===== src/rtl/multicycle_controller.sv =====
// Main control FSM for the multicycle CPU.
// Each instruction passes through fetch, decode, execute, memory and
// writeback. The FSM drives every datapath select and write enable, and
// gates architectural writes with the condition result latched at decode.
// Ports:
//   clk, rst_n            clock, asynchronous active-low reset
//   Op, Funct, Rd         instruction fields from the instruction register
//   CondEx                condition result from the conditional unit
//   mem_ready             memory finishes the current access this cycle
//   PCWrite .. FlagsWrite datapath selects and write enables
//   illegal               sticky flag, set when an Op=11 instruction is decoded
//   state                 current FSM state (debug)
module multicycle_controller (
  input  logic       clk,
  input  logic       rst_n,
  input  logic [1:0] Op,
  input  logic [5:0] Funct,
  input  logic [3:0] Rd,
  input  logic       CondEx,
  input  logic       mem_ready,
  output logic       PCWrite,
  output logic       AdrSrc,
  output logic       MemWrite,
  output logic       IRWrite,
  output logic       RegWrite,
  output logic [1:0] ResultSrc,
  output logic       ALUSrcA,
  output logic [1:0] ALUSrcB,
  output logic [1:0] ALUControl,
  output logic [1:0] FlagsWrite,
  output logic       illegal,
  output logic [3:0] state
);

  typedef enum logic [3:0] {
    FETCH    = 4'd0,
    DECODE   = 4'd1,
    MEMADR   = 4'd2,
    MEMREAD  = 4'd3,
    MEMWB    = 4'd4,
    MEMWRITE = 4'd5,
    EXECUTER = 4'd6,
    EXECUTEI = 4'd7,
    ALUWB    = 4'd8,
    BRANCH   = 4'd9
  } state_t;

  state_t     cur, nxt;
  logic       cond_ok;
  logic [3:0] cmd;
  logic       is_cmp;
  logic       is_arith;
  logic       set_flags;
  logic [1:0] alu_ctl;

  assign state     = cur;
  assign cmd       = Funct[4:1];
  assign is_cmp    = (cmd == 4'b1010);
  assign is_arith  = (cmd == 4'b0100) || (cmd == 4'b0010) || is_cmp;
  assign set_flags = Funct[0] | is_cmp;

  // ALU operation decode; unknown commands fall back to ADD
  always_comb begin
    alu_ctl = 2'b00;
    case (cmd)
      4'b0010, 4'b1010: alu_ctl = 2'b01;
      4'b0000:          alu_ctl = 2'b10;
      4'b1100:          alu_ctl = 2'b11;
      default:          alu_ctl = 2'b00;
    endcase
  end

  // State register
  always_ff @(posedge clk or negedge rst_n) begin
    if (!rst_n) cur <= FETCH;
    else        cur <= nxt;
  end

  // Condition latch and sticky illegal flag, both captured in DECODE
  always_ff @(posedge clk or negedge rst_n) begin
    if (!rst_n) begin
      cond_ok <= 1'b0;
      illegal <= 1'b0;
    end else if (cur == DECODE) begin
      cond_ok <= CondEx;
      if (Op == 2'b11) illegal <= 1'b1;
    end
  end

  // Next-state logic
  always_comb begin
    nxt = FETCH;
    case (cur)
      FETCH:    nxt = mem_ready ? DECODE : FETCH;
      DECODE: begin
        case (Op)
          2'b00:   nxt = Funct[5] ? EXECUTEI : EXECUTER;
          2'b01:   nxt = MEMADR;
          2'b10:   nxt = BRANCH;
          default: nxt = FETCH;
        endcase
      end
      EXECUTER, EXECUTEI: nxt = is_cmp ? FETCH : ALUWB;
      MEMADR:   nxt = Funct[0] ? MEMREAD : MEMWRITE;
      MEMREAD:  nxt = mem_ready ? MEMWB : MEMREAD;
      MEMWRITE: nxt = mem_ready ? FETCH : MEMWRITE;
      default:  nxt = FETCH;
    endcase
  end

  // Output decode; enables past DECODE are qualified by cond_ok
  always_comb begin
    PCWrite    = 1'b0;
    AdrSrc     = 1'b0;
    MemWrite   = 1'b0;
    IRWrite    = 1'b0;
    RegWrite   = 1'b0;
    ResultSrc  = 2'b00;
    ALUSrcA    = 1'b0;
    ALUSrcB    = 2'b00;
    ALUControl = 2'b00;
    FlagsWrite = 2'b00;
    case (cur)
      FETCH: begin
        ALUSrcA   = 1'b1;
        ALUSrcB   = 2'b10;
        ResultSrc = 2'b10;
        // rst_n term keeps fetch writes off while reset is held
        IRWrite   = mem_ready & rst_n;
        PCWrite   = mem_ready & rst_n;
      end
      DECODE: begin
        ALUSrcA   = 1'b1;
        ALUSrcB   = 2'b10;
        ResultSrc = 2'b10;
      end
      MEMADR: begin
        ALUSrcB = 2'b01;
      end
      MEMREAD: begin
        AdrSrc = 1'b1;
      end
      MEMWRITE: begin
        AdrSrc   = 1'b1;
        MemWrite = cond_ok;
      end
      MEMWB: begin
        ResultSrc = 2'b01;
        RegWrite  = cond_ok;
      end
      EXECUTER, EXECUTEI: begin
        ALUSrcB    = (cur == EXECUTEI) ? 2'b01 : 2'b00;
        ALUControl = alu_ctl;
        FlagsWrite = {set_flags & cond_ok, set_flags & is_arith & cond_ok};
      end
      ALUWB: begin
        RegWrite = cond_ok;
        PCWrite  = cond_ok & (Rd == 4'd15);
      end
      BRANCH: begin
        ALUSrcB   = 2'b01;
        ResultSrc = 2'b10;
        PCWrite   = cond_ok;
      end
      default: ;
    endcase
  end

endmodule


===== config.mk =====
export PLATFORM = sky130hd
export DESIGN_NAME = multicycle_controller
export DESIGN_NICKNAME = d
export VERILOG_FILES = /design/src/rtl/multicycle_controller.sv
export SDC_FILE = /design/constraint.sdc
export NUM_CORES = 1
export LEC_CHECK = 0
export BUFFER_PORTS_ARGS = -buffer_cell sky130_fd_sc_hd__buf_2
export CORE_MARGIN = 4
export CORE_UTILIZATION = 39
export DETAILED_ROUTE_END_ITERATION = 8
export PLACE_DENSITY = 0.74
export SLEW_MARGIN = 20
export SYNTH_ARGS = -nofsm -noshare
export SYNTH_HDL_FRONTEND = slang
export SYNTH_SLANG_ARGS = --single-unit

===== constraint.sdc =====
create_clock -name clk -period 3.26 [get_ports clk]
set_clock_uncertainty 0.15 [all_clocks]
set_input_delay 0.652 -clock clk [delete_from_list [all_inputs] [get_ports clk]]
set_output_delay 0.652 -clock clk [all_outputs]
set_load 0.03 [all_outputs]

After elaboration in Yosys (flattened, before gate mapping) --
Cells that the tools add are included.
Operators by class: equal/unequal tests 17, mux-type cells 20, bitwise operators 6, reduce and logical (&&, ||, !) cells 13
Operators by type and width (number):
- one-hot mux 4 bit (6 select lines) | 1
- equality test 4 x 3 -> 1 bit (second input constant) | 5
- equality test 4 bit (second input constant) | 5
- equality test 4 x 2 -> 1 bit (second input constant) | 3
- one-hot mux 2 bit (3 select lines) | 2
- one-hot mux 4 bit (3 select lines) | 1
- OR reduction 2 bit | 6
- two-way mux 3 bit | 3
- zero test 4 bit | 2
- two-way mux 1 bit | 8
- bitwise AND 1 bit | 5
- equality test 2 bit (second input constant) | 2
- equality test 4 x 1 -> 1 bit (second input constant) | 1
- two-way mux 2 bit | 2
- two-way mux 4 bit | 1
- one-hot mux 2 bit (2 select lines) | 1
- one-hot mux 1 bit (3 select lines) | 1
- OR reduction 3 bit | 1
- equality test 2 x 1 -> 1 bit (second input constant) | 1
- zero test 2 bit | 1
- logical OR 1 bit | 2
- AND reduction 2 bit | 1
- OR 1 bit | 1
Storage, ports and cells: register bits after elaboration 6, input port bits 16, output and inout bits 19, word-level logic and storage cells 59

Logic depth before layout (Yosys ltp) --
Gate-level depths: netlist of run 1.
word-level depth 6, mapped depth 4, depth with buffers taken out 3

Least setup slack after synthesis of run 1 --
No wires, ideal clock.
path type reg-to-output, from reg cur[2], in the netlist state[2], to out PCWrite, data arrival time 2.319 ns, data required time 2.458 ns, path slack 0.139 ns, stages on the path, launching flop included 5, buffers on the path 1, cells stage by stage dfrtp_1 -> buf_6 -> or2_4 -> nor4_1 -> a41o_1
On the way: longest elaborated chain between the ends 2, elaborated cells between the ends (all ways) 4, classes of those cells 2 x eq/ne; 1 x mux; 1 x reduce/logical
RTL lines:
- from (decl) | line 48 | state_t cur, nxt;
- from (signal assigned) | line 76 | else cur <= nxt;
- equality test 4 bit or zero test 4 bit (tied branches) | line 123 | case (cur)
- one-hot mux 1 bit (3 select lines) * | line 123
- to (decl) | line 21 | output logic PCWrite,
Every way passes the cells marked *; elsewhere a longest branch is shown, timed or not.

Worst setup path in the final report of run 1 --
from in Funct[2], to out FlagsWrite[0]
On the way: longest elaborated chain between the ends 6, elaborated cells between the ends (all ways) 9, classes of those cells 3 x eq/ne; 1 x mux; 3 x bitwise; 2 x reduce/logical
RTL lines:
- from (decl) | line 17 | input logic [5:0] Funct,
- equality test 4 x 3 -> 1 bit or equality test 4 x 2 -> 1 bit (tied branches) | line 59 | assign is_arith = (cmd == 4'b0100) || (cmd == 4'b0010) || is_cmp;
- logical OR 1 bit (2 in a row) | line 59
- bitwise AND 1 bit * (2 in a row) | line 154 | FlagsWrite = {set_flags & cond_ok, set_flags & is_arith & cond_ok};
- two-way mux 2 bit * | line 123
- to (decl) | line 30 | output logic [1:0] FlagsWrite,
Marked as above.

==> results of run 1 <==
## worst max-delay path: stages
cell and delay [ns]:
buf_2 0.11, or3b_1 0.37, a2bb2o_2 0.25, nor4b_2 0.24, buf_2 0.23
## final cells by class
class,count,area share [%]
repair buffers,34,23.4
clock buffers,3,3.10
flip-flops and latches,6,20.7
inverters,3,1.55
well taps,15,2.58
multi-input cells,49,48.7
## synthesized netlist by cell type (2+ instances only)
cell type	count	area share (%)
buf_4	2	2.7
dfrtp_1	6	27
nand2_1	4	2.7
xnor2_1	2	3.2
nor4_1	3	3.4
nor2b_1	2	2.3
nor3b_1	2	2.7
nor2_1	6	4.1
o22ai_1	4	4.5
nand2b_1	5	5.7
a21boi_0	2	2.7
a41o_1	2	3.6
buf_2	2	1.8
inv_1	3	2.0
## state kept, by name, summed over array words and instances, names as in the netlist
register / cells
cond_ok: 1
illegal: 1
state: 4
## cell families (layout without fill, tap and decap cells)
kind of cell | after synthesis | after routing | share of synthesized area, %
AOI/OAI and AO/OA | 15 | 15 | 22.9
xor gates and xnor gates | 3 | 3 | 4.76
buffers and inverters | 8 | 40 | 8.62
DFF | 6 | 6 | 27.2
muxes | 1 | 1 | 2.04
and+or+nand+nor | 30 | 30 | 34.5
## power by group
group	leakage (uW)	internal (uW)	total (uW)	switching, uW
Sequential	0.0000733	102	165	63.5
Combinational	0.000273	149	398	249
Clock	0.0000138	41.7	68.6	27.0
Total	0.000360	292	631	339
## per-layer routing
metal | wire [um] | track usage [%] | share of wire, % | vias up
li1 | - | - | - | 300
met1 | 608 | 16.8 | 41 | 287
met2 | 736 | 26.2 | 49 | 29
met3 | 139 | 3.95 | 9.3 | 2
met4 | 13 | 7.60 | 0.87 | 0
met5 | 0 | 0 | 0 | -
## through the flow
stage | area, um2 | cells | setup WS, ns | util (%)
final | 727 | 110 | 0.597 | 55.2
after CTS | 727 | 110 | 0.584 | 55.2
after global placement | 704 | 107 | 0.634 | 53.5
after detailed placement | 704 | 107 | 0.598 | 53.5
after floorplan | 552 | 63 | 0.139 | -
after global routing | 727 | 110 | 0.535 | 55.2
## worst max path at each step
stage	from	endpoint	cells past startpoint
after floorplan	state[2]$_DFF_PN0_	PCWrite	4
after global placement	Funct[2]	FlagsWrite[0]	5
after detailed placement	Funct[2]	FlagsWrite[0]	5
after CTS	Funct[2]	FlagsWrite[0]	5
after global routing	Funct[2]	FlagsWrite[0]	5
final	Funct[2]	FlagsWrite[0]	5
==> impl_results.md, run 1 <==
* Leakage at 0.000360 uW
* Mapped Cells at 63
* # clock sinks at 6
* Final HPWL DP at ~1.2 mm
* CTS tree: yes
* Area Growth Syn to Fin at 31.7%
* Number of max-cap violations at 0
* Pwr Total at around 630 uW
* H-tree levels at 1
* Min Tclk post-route at between 2 and 3 ns
* # hold bufs at CTS at 0
* FFs w/ async S/R, synth at between 90% and 100%
* Worst Path Required at roughly 2.5 ns
* Initial antenna violation count at 0
* PwrDens at 869 nW/um2
* PostCTS Resize Cnt at 0
* Clock slew at reported path FFs at around 0.040 ns
* Num rows at 13
* Final number of max-transition violations at 0
* Worst IR Drop VDD at between 0.3 and 0.4 mV
* Slew @ Worst Pin at around 0.43 ns
* FF-to-FF End: cond_ok$_DFFE_PN0P_
* Drt wl/cell at approximately 14 um
* Wire length of the first global-routing pass at roughly 2.3 mm
* CTS root buf: clkbuf_4
* Multi-input combinational cell area at approximately 350 um2
* Reg-to-reg critical path startpoint: state[1]$_DFF_PN0_
* Core area at between 1000 and 1500 um2
* Setup Buffers After CTS at 0
* Vias after detailed routing at 618
* Min-delay worst type: in2async
* Crit share post-route at between 80% and 90%
* CTS buffer count at 3
* Top_reg_cell synth: dfrtp_1
* RSZ-0062 raised after global routing: false
* Data arrival, critical path at about 1.9 ns
* Syn_nets at just under 80
* Via density at approximately 5.6
* Worst-Skew Late Latency at 0.24 ns
* Vias in the first global route at between 500 and 600
* Worst R2R Path Depth at 3
* Number of antenna diodes at 0
* Min Hold Slack at about 0.080 ns
* Syn Std Cell Area at 552 um2
* Gr ovfl total at 0
* Largest net degree at the start of global routing at 16
* Chip width at about 46 um
* Final Hold Viols at 0
* DRT iter0 DRCs at 8
* Commonest non-fill, non-tap cell in the layout: buf_2
* Number of flops mapped to enable cells by yosys at 0
* Worst setup SP type: input port
* Final Routed Wirelength at approximately 1.5 mm
* Fmax at between 300 and 400 MHz
* Slew headroom at between 70% and 80%
* Port Buf Inserts at 34
* Die area at about 2100 um2
* Residual DRC at 0
* Routability cong. at approximately 0.79
* Die Ht at between 40 and 50 um
* Critical path capture point type: primary output
* Post-route ant nets at 0
* Final Setup Violations at 0
* Starting Density at about two fifths
* Layout fillers at ~120
* FF+latch area at approximately 150 um2
* Seq cells post-synth at 6
* Most frequent cells in the layout: buf_2, nor2_1, dfrtp_1
* TNS Setup at 0 ns
* Fraction of layout cells with a size suffix above 1 at a little under half
* Post-synth cell types at 32
* Yosys warning total at 0
* Maximum clock insertion buffer count at 2
* Avg Cell Area, Syn at 8.76 um2
* Ports at 35
* Worst Path Max Fanout at 4
* Final net count at approximately 110
* Gr usage total at between 10% and 20%
* Sequential area share after synthesis at about 27%
* Drt pass-1 iters at 2
* Status: finished, final reports clean
* Critical Setup Path Class: in2out
* Worst reg2reg setup slack at about 1.6 ns
Power figures use the tool's default switching activity.
==> run 2, diff against run 1 <==
Settings changed: CORE_UTILIZATION 39 to 36, PLACE_DENSITY 0.74 to 0.72.
Clock period 3.26 ns to 2.3 ns, I/O delays scaled along.
==> run 2 against run 1 <==
Register-to-register slack got worse by 0.89 ns. Combinational power increased by 47%. Final cell count increased by 3.6%. Highest routed layer unchanged. Non-clock buffer count increased by 4. Largest cell class unchanged.
==> impl_results.md, run 2 (synthesized netlist as in run 1, its figures left out) <==
* Fraction of layout cells with a size suffix above 1 at 54.5% (+8.2 points)
* Sequential power share at 26.2% (about the same)
* Port Buf Inserts at 34 (unchanged)
* CTS buffer count at 3 (unchanged)
* Setup crit start: Funct[2]
* Clock slew at reported path FFs at 0.05 ns (about the same)
* Min-delay worst type: in2reg
* Final Hold Viols at 0 (unchanged)
* Final number of max-transition violations at 0 (unchanged)
* Critical path capture point type: primary output
* TNS Setup at 0 ns (unchanged)
* FF-to-FF End: cond_ok$_DFFE_PN0P_
* Most frequent cells in the layout: buf_2, nor2_1, nand2b_1
* Leakage at 0.000384 uW (+6.8%)
* Min Tclk post-route at 2.23 ns
* Dpl cells at 110 (+2.8%)
* Slowest-stage cell, CP: or3b_1
* Status: finished, final reports clean
* Gr ovfl total at 0 (unchanged)
* Drt pass-1 iters at 2 (unchanged)
* Starting Density at 40.4% (-1.5 points)
* Worst R2R Path Depth at 3 (unchanged)
* Chip width at 47.2 um (+3.4%)
* Via density at 5.43 (-3.4%)
* Initial antenna violation count at 0 (unchanged)
* Reg-to-reg critical path startpoint: state[0]$_DFF_PN0_
* Largest net degree at the start of global routing at 16 (unchanged)
* CTS root buf: clkbuf_4
* Vias in the first global route at 548 (-3.0%)
* Core area at 1370 um2 (+3.7%)
* Vias after detailed routing at 619 (+0.16%)
* Number of antenna diodes at 0 (unchanged)
* Final net count at 117 (+3.5%)
* Ports at 35 (unchanged)
* Critical Setup Path Class: in2out
* DRT iter0 DRCs at 4 (-4)
* Final HPWL DP at 1.25 mm (+3.7%)
* Switching portion of total power at 53.1% (-0.65 points)
* Data arrival, critical path at 1.62 ns (-0.24 ns)
* Die area at 2220 um2 (+6.8%)
* Commonest non-fill, non-tap cell in the layout: buf_2
* Fmax at ~450 MHz
* Post-route ant nets at 0 (unchanged)
* Die Ht at 47.2 um (+3.4%)
* Crit-path leading delay family: simple AND/OR/NAND/NOR gates
* Number of max-cap violations at 0 (unchanged)
* Layout Cells excl Fill at 114 (+3.6%)
* Internal power at 435 uW (+49%)
* Final Setup Violations at 0 (unchanged)
* Crit share post-route at between 90% and 100%
* Crit-path cells: buf_2, or3b_1, a2bb2o_2, nor4b_4, buf_4
* CP max stage delay at 0.36 ns (about the same)
* NetSw at 491 uW (+45%)
* Worst IR Drop VDD at 0.640 mV (+94%)
* Slew @ Worst Pin at 0.364 ns (-0.0698 ns)
* Worst reg2reg setup slack at 0.73 ns (-0.89 ns)
* Num rows at 13 (unchanged)
* Maximum clock insertion buffer count at 2 (unchanged)
* Residual DRC at 0 (unchanged)
* Wire length of the first global-routing pass at 2.41 mm (+4.5%)
* Final Routed Wirelength at 1.54 mm (+3.0%)
* Worst-Skew Late Latency at 0.24 ns (about the same)
* Layout fillers at 139 (+12%)
* Drt wl/cell at 13.5 um (-0.61%)
* Clk pwr share at 10.5% (-0.4 points)
* PwrDens at 1160 nW/um2 (+34%)
* Area Growth Syn to Fin at 44.7%
* Crit path depth at 5 (unchanged)
* Logic pwr share at 63.3% (+0.3 points)
* H-tree levels at 1 (unchanged)
* Worst Path Required at 1.69 ns (-0.77 ns)
* Setup Buffers After CTS at 0 (unchanged)
* Max reg flops at 4 (unchanged)
* Worst setup path endpoint: FlagsWrite[0]
* CTS tree: yes
* RSZ-0062 raised after global routing: false
* Slew headroom at 75.4% (+4.3 points)
* Worst Path Max Fanout at 2 (-2)
* Worst path buffer plus inverter count at 2 (unchanged)
* Gr usage total at 15.4% (+0.24 points)
* Worst setup SP type: input port
* Routability cong. at 0.742 (-6.4%)
* # clock sinks at 6 (unchanged)
[run 2: cell types whose count changed in the layout (fill, tap and decap cells not counted), sizes merged]
cell         previous run  this run
dlygate4sd3             0         1
buf                    34        37
[run 2: cell type report]
type | count | area, um2 | area share, %
multi-input combinational | 49 | 387 | 48.4
timing repair buffer | 38 | 205 | 25.7
sequential | 6 | 154 | 19.3
clock buffer | 3 | 22.5 | 2.82
tap | 15 | 18.8 | 2.35
inverter | 3 | 11.3 | 1.41
[run 2: metrics by stage]
stage | setup slack (ns) | utilization (%) | area (um2) | hold WS (ns) | total power, uW
5_1_grt | 0.0237 | 58.4 | 798 | 0.313 | 997
3_3_place_gp | 0.0555 | 55.6 | 759 | 0.148 | 818
6_report | 0.0656 | 58.4 | 798 | 0.300 | 926
2_1_floorplan | -0.244 | - | 584 | 0.0144 | 698
4_1_cts | 0.0251 | 58.0 | 792 | 0.296 | 932
3_5_place_dp | 0.0343 | 55.6 | 759 | 0.152 | 830
[run 2: routing by layer]
layer,share of wire (%),GRT usage (%)
met5,0,0
met4,1.8,9.94
met3,9.1,1.92
met2,47,24.7
met1,42,19.3
[run 2: power by group through the flow]
stage | Clock [uW] | Combinational [uW] | Sequential, uW
2_1_floorplan | 0 | 465 | 233
3_3_place_gp | 0 | 578 | 240
3_5_place_dp | 0 | 588 | 242
4_1_cts | 101 | 591 | 240
5_1_grt | 108 | 632 | 256
6_report | 97.5 | 586 | 243
[run 2: how the worst min path moves through the flow]
stage                start                   to  slack (ns)  cells after the start
detailed placement   rst_n   state[0]$_DFF_PN0_        0.15                      1
CTS                 CondEx  cond_ok$_DFFE_PN0P_        0.30                      2
finish              CondEx  cond_ok$_DFFE_PN0P_        0.30                      2
floorplan            rst_n  cond_ok$_DFFE_PN0P_        0.01                      0
global route        CondEx  cond_ok$_DFFE_PN0P_        0.31                      2
global placement     rst_n  illegal$_DFFE_PN0P_        0.15                      1
[run 2: timing repair]
item | 4_1_cts | 5_1_grt
gates resized for setup | 0 | 5
hold buffers | 1 | 0
endpoints found under the setup margin | 0 | 3
endpoints found under the hold margin | 6 | 0
==> run 3, diff against run 2 <==
Settings changed: RECOVER_POWER set to 100.
==> run 3 against run 2 <==
Sequential cell count is the same. Maximum frequency grew 0.72%. Combinational power shrank 3.9%.
==> impl_results.md, run 3 (synthesized netlist as in run 1, its figures left out) <==
* Sequential power share at 26.9% (+0.7 points)
* Vias in the first global route at 548 (unchanged)
* Switching portion of total power at 54.6% (+1.5 points)
* Worst setup SP type: input port
* NetSw at 493 uW (+0.24%)
* Final Setup Violations at 0 (unchanged)
* Crit share post-route at 96.5% (-0.70 points)
* Worst IR Drop VDD at 0.626 mV (-2.2%)
* Die Ht at 47.2 um (unchanged)
* Slew headroom at 75.1% (-0.37 points)
* Pre-CTS WS at 0.0343 ns (unchanged)
* Largest net degree at the start of global routing at 16 (unchanged)
* Chip width at 47.2 um (unchanged)
* Port Buf Inserts at 34 (unchanged)
* Number of max-cap violations at 0 (unchanged)
* Setup Buffers After CTS at 0 (unchanged)
* # clock sinks at 6 (unchanged)
* Fraction of layout cells with a size suffix above 1 at 41.4% (-13 points)
* Drt wl/cell at 13.6 um (+0.19%)
* Worst-Skew Late Latency at 0.24 ns (about the same)
* Gr usage total at 15.4% (unchanged)
* Final HPWL DP at 1.25 mm (unchanged)
* Status: finished, final reports clean
* Clock slew at reported path FFs at 0.05 ns (about the same)
* Worst path buffer plus inverter count at 2 (unchanged)
* PwrDens at 1160 nW/um2 (about the same)
* Worst Path Max Fanout at 2 (unchanged)
* Number of antenna diodes at 0 (unchanged)
* Post-route ant nets at 0 (unchanged)
* Wire length of the first global-routing pass at 2.41 mm (unchanged)
* Residual DRC at 0 (unchanged)
* CP max stage delay at 0.37 ns (about the same)
* Slew @ Worst Pin at 0.369 ns (+0.00545 ns)
* Layout fillers at 148 (+6.5%)
* Most frequent cells in the layout: buf_2, clkbuf_1, nor2_1, clkbuf_2, nand2b_1
* Clk pwr share at 10.7% (+0.2 points)
* Final non-filler cell area at 778 um2 (-2.5%)
* Crit-path cells: clkbuf_1, or3b_1, a2bb2o_2, nor4b_4, buf_4
* Via density at 5.38 (-0.97%)
* Worst Path Required at 1.69 ns (about the same)
* CTS buffer count at 3 (unchanged)
* Initial antenna violation count at 0 (unchanged)
* Final net count at 117 (unchanged)
* Fmax at 451 MHz (+0.72%)
* DRT iter0 DRCs at 5 (+1)
* H-tree levels at 1 (unchanged)
* Data arrival, critical path at 1.61 ns (about the same)
* CTS root buf: clkbuf_4
* Core area at 1370 um2 (unchanged)
* Drt pass-1 iters at 2 (unchanged)
* Ports at 35 (unchanged)
* Num rows at 13 (unchanged)
* Final Hold Viols at 0 (unchanged)
* Maximum clock insertion buffer count at 2 (unchanged)
* CTS tree: yes
* Internal power at 410 uW (-5.6%)
* Area Growth Syn to Fin at 41.0%
* Final Routed Wirelength at 1.55 mm (+0.19%)
* Commonest non-fill, non-tap cell in the layout: buf_2
* Fin worst setup slack at 0.0816 ns (+0.0160 ns)
* Final number of max-transition violations at 0 (unchanged)
* Die area at 2220 um2 (unchanged)
* Gr ovfl total at 0 (unchanged)
* Min-delay worst type: in2reg
* Vias after detailed routing at 613 (-0.97%)
* RSZ-0062 raised after global routing: false
* Critical path capture point type: primary output
* Critical Setup Path Class: in2out
* Routability cong. at 0.742 (unchanged)
* Crit-path leading delay family: simple AND/OR/NAND/NOR gates
* Leakage at 0.000341 uW (-11%)
* Starting Density at 40.4% (unchanged)
* Logic pwr share at 62.4% (-0.9 points)
* Placed Area at 759 um2 (unchanged)
* Max reg flops at 4 (unchanged)
* Slowest-stage cell, CP: or3b_1
* Min Tclk post-route at 2.22 ns (-0.0160 ns)
==> run 3: cell count changes in the layout (fill, tap and decap cells not counted), sizes merged <==
cell,previous run,this run
clkbuf,3,21
buf,37,19
==> run 3: cell type report <==
| cell class | count | area [um2] | area share (%) |
|---|---|---|---|
| multi-input cells | 49 | 382 | 49.0 |
| clock buffers | 3 | 22.5 | 2.89 |
| flip-flops and latches | 6 | 154 | 19.8 |
| inverters | 3 | 11.3 | 1.45 |
| well taps | 15 | 18.8 | 2.41 |
| repair buffers | 38 | 190 | 24.4 |
==> run 3: what timing repair did <==
item | CTS | global route
setup endpoints to repair | 0 | 3
hold buffers | 1 | 0
hold endpoints to repair | 6 | 0
gates resized for setup | 0 | 5
==> run 3: worst paths after layout <==
path                                      from             endpoint  slack (ns)  cells after the start
setup / recovery                      Funct[2]        FlagsWrite[0]        0.08                      5
hold / removal                          CondEx  cond_ok$_DFFE_PN0P_        0.30                      2
setup reg to reg            state[0]$_DFF_PN0_  cond_ok$_DFFE_PN0P_        0.73                      3
hold reg to reg            illegal$_DFFE_PN0P_  illegal$_DFFE_PN0P_        0.31                      1
max in group asynchronous                rst_n   state[2]$_DFF_PN0_        1.23                      2
min in group asynchronous                rst_n  cond_ok$_DFFE_PN0P_        0.53                      2
==> run 3: power groups by stage <==
stage                     clock, uW  combinational [uW]  sequential, uW
after global routing            108                 609             256
final                          96.6                 563             243
after CTS                       101                 591             240
after floorplan                   0                 465             233
after detailed placement          0                 588             242
after global placement            0                 578             240
==> run 3: routing by layer <==
layer  part of all wire, %  track usage (%)  up-vias
met5                     0                0        -
met4                   1.8             9.94        0
met3                   9.1             1.92        4
met2                    47             24.7       22
met1                    42             19.3      280
li1                      -                -      307
==> run 3: per-stage QoR <==
stage                     power (uW)  setup TNS (ns)  hold slack, ns  util, %  std cells
after global placement           818               0           0.148     55.6        110
after global routing             973               0           0.313     57.0        114
after detailed placement         830               0           0.152     55.6        110
after floorplan                  698          -0.330          0.0144        -         63
after CTS                        932               0           0.296     58.0        114
final                            903               0           0.302     57.0        114
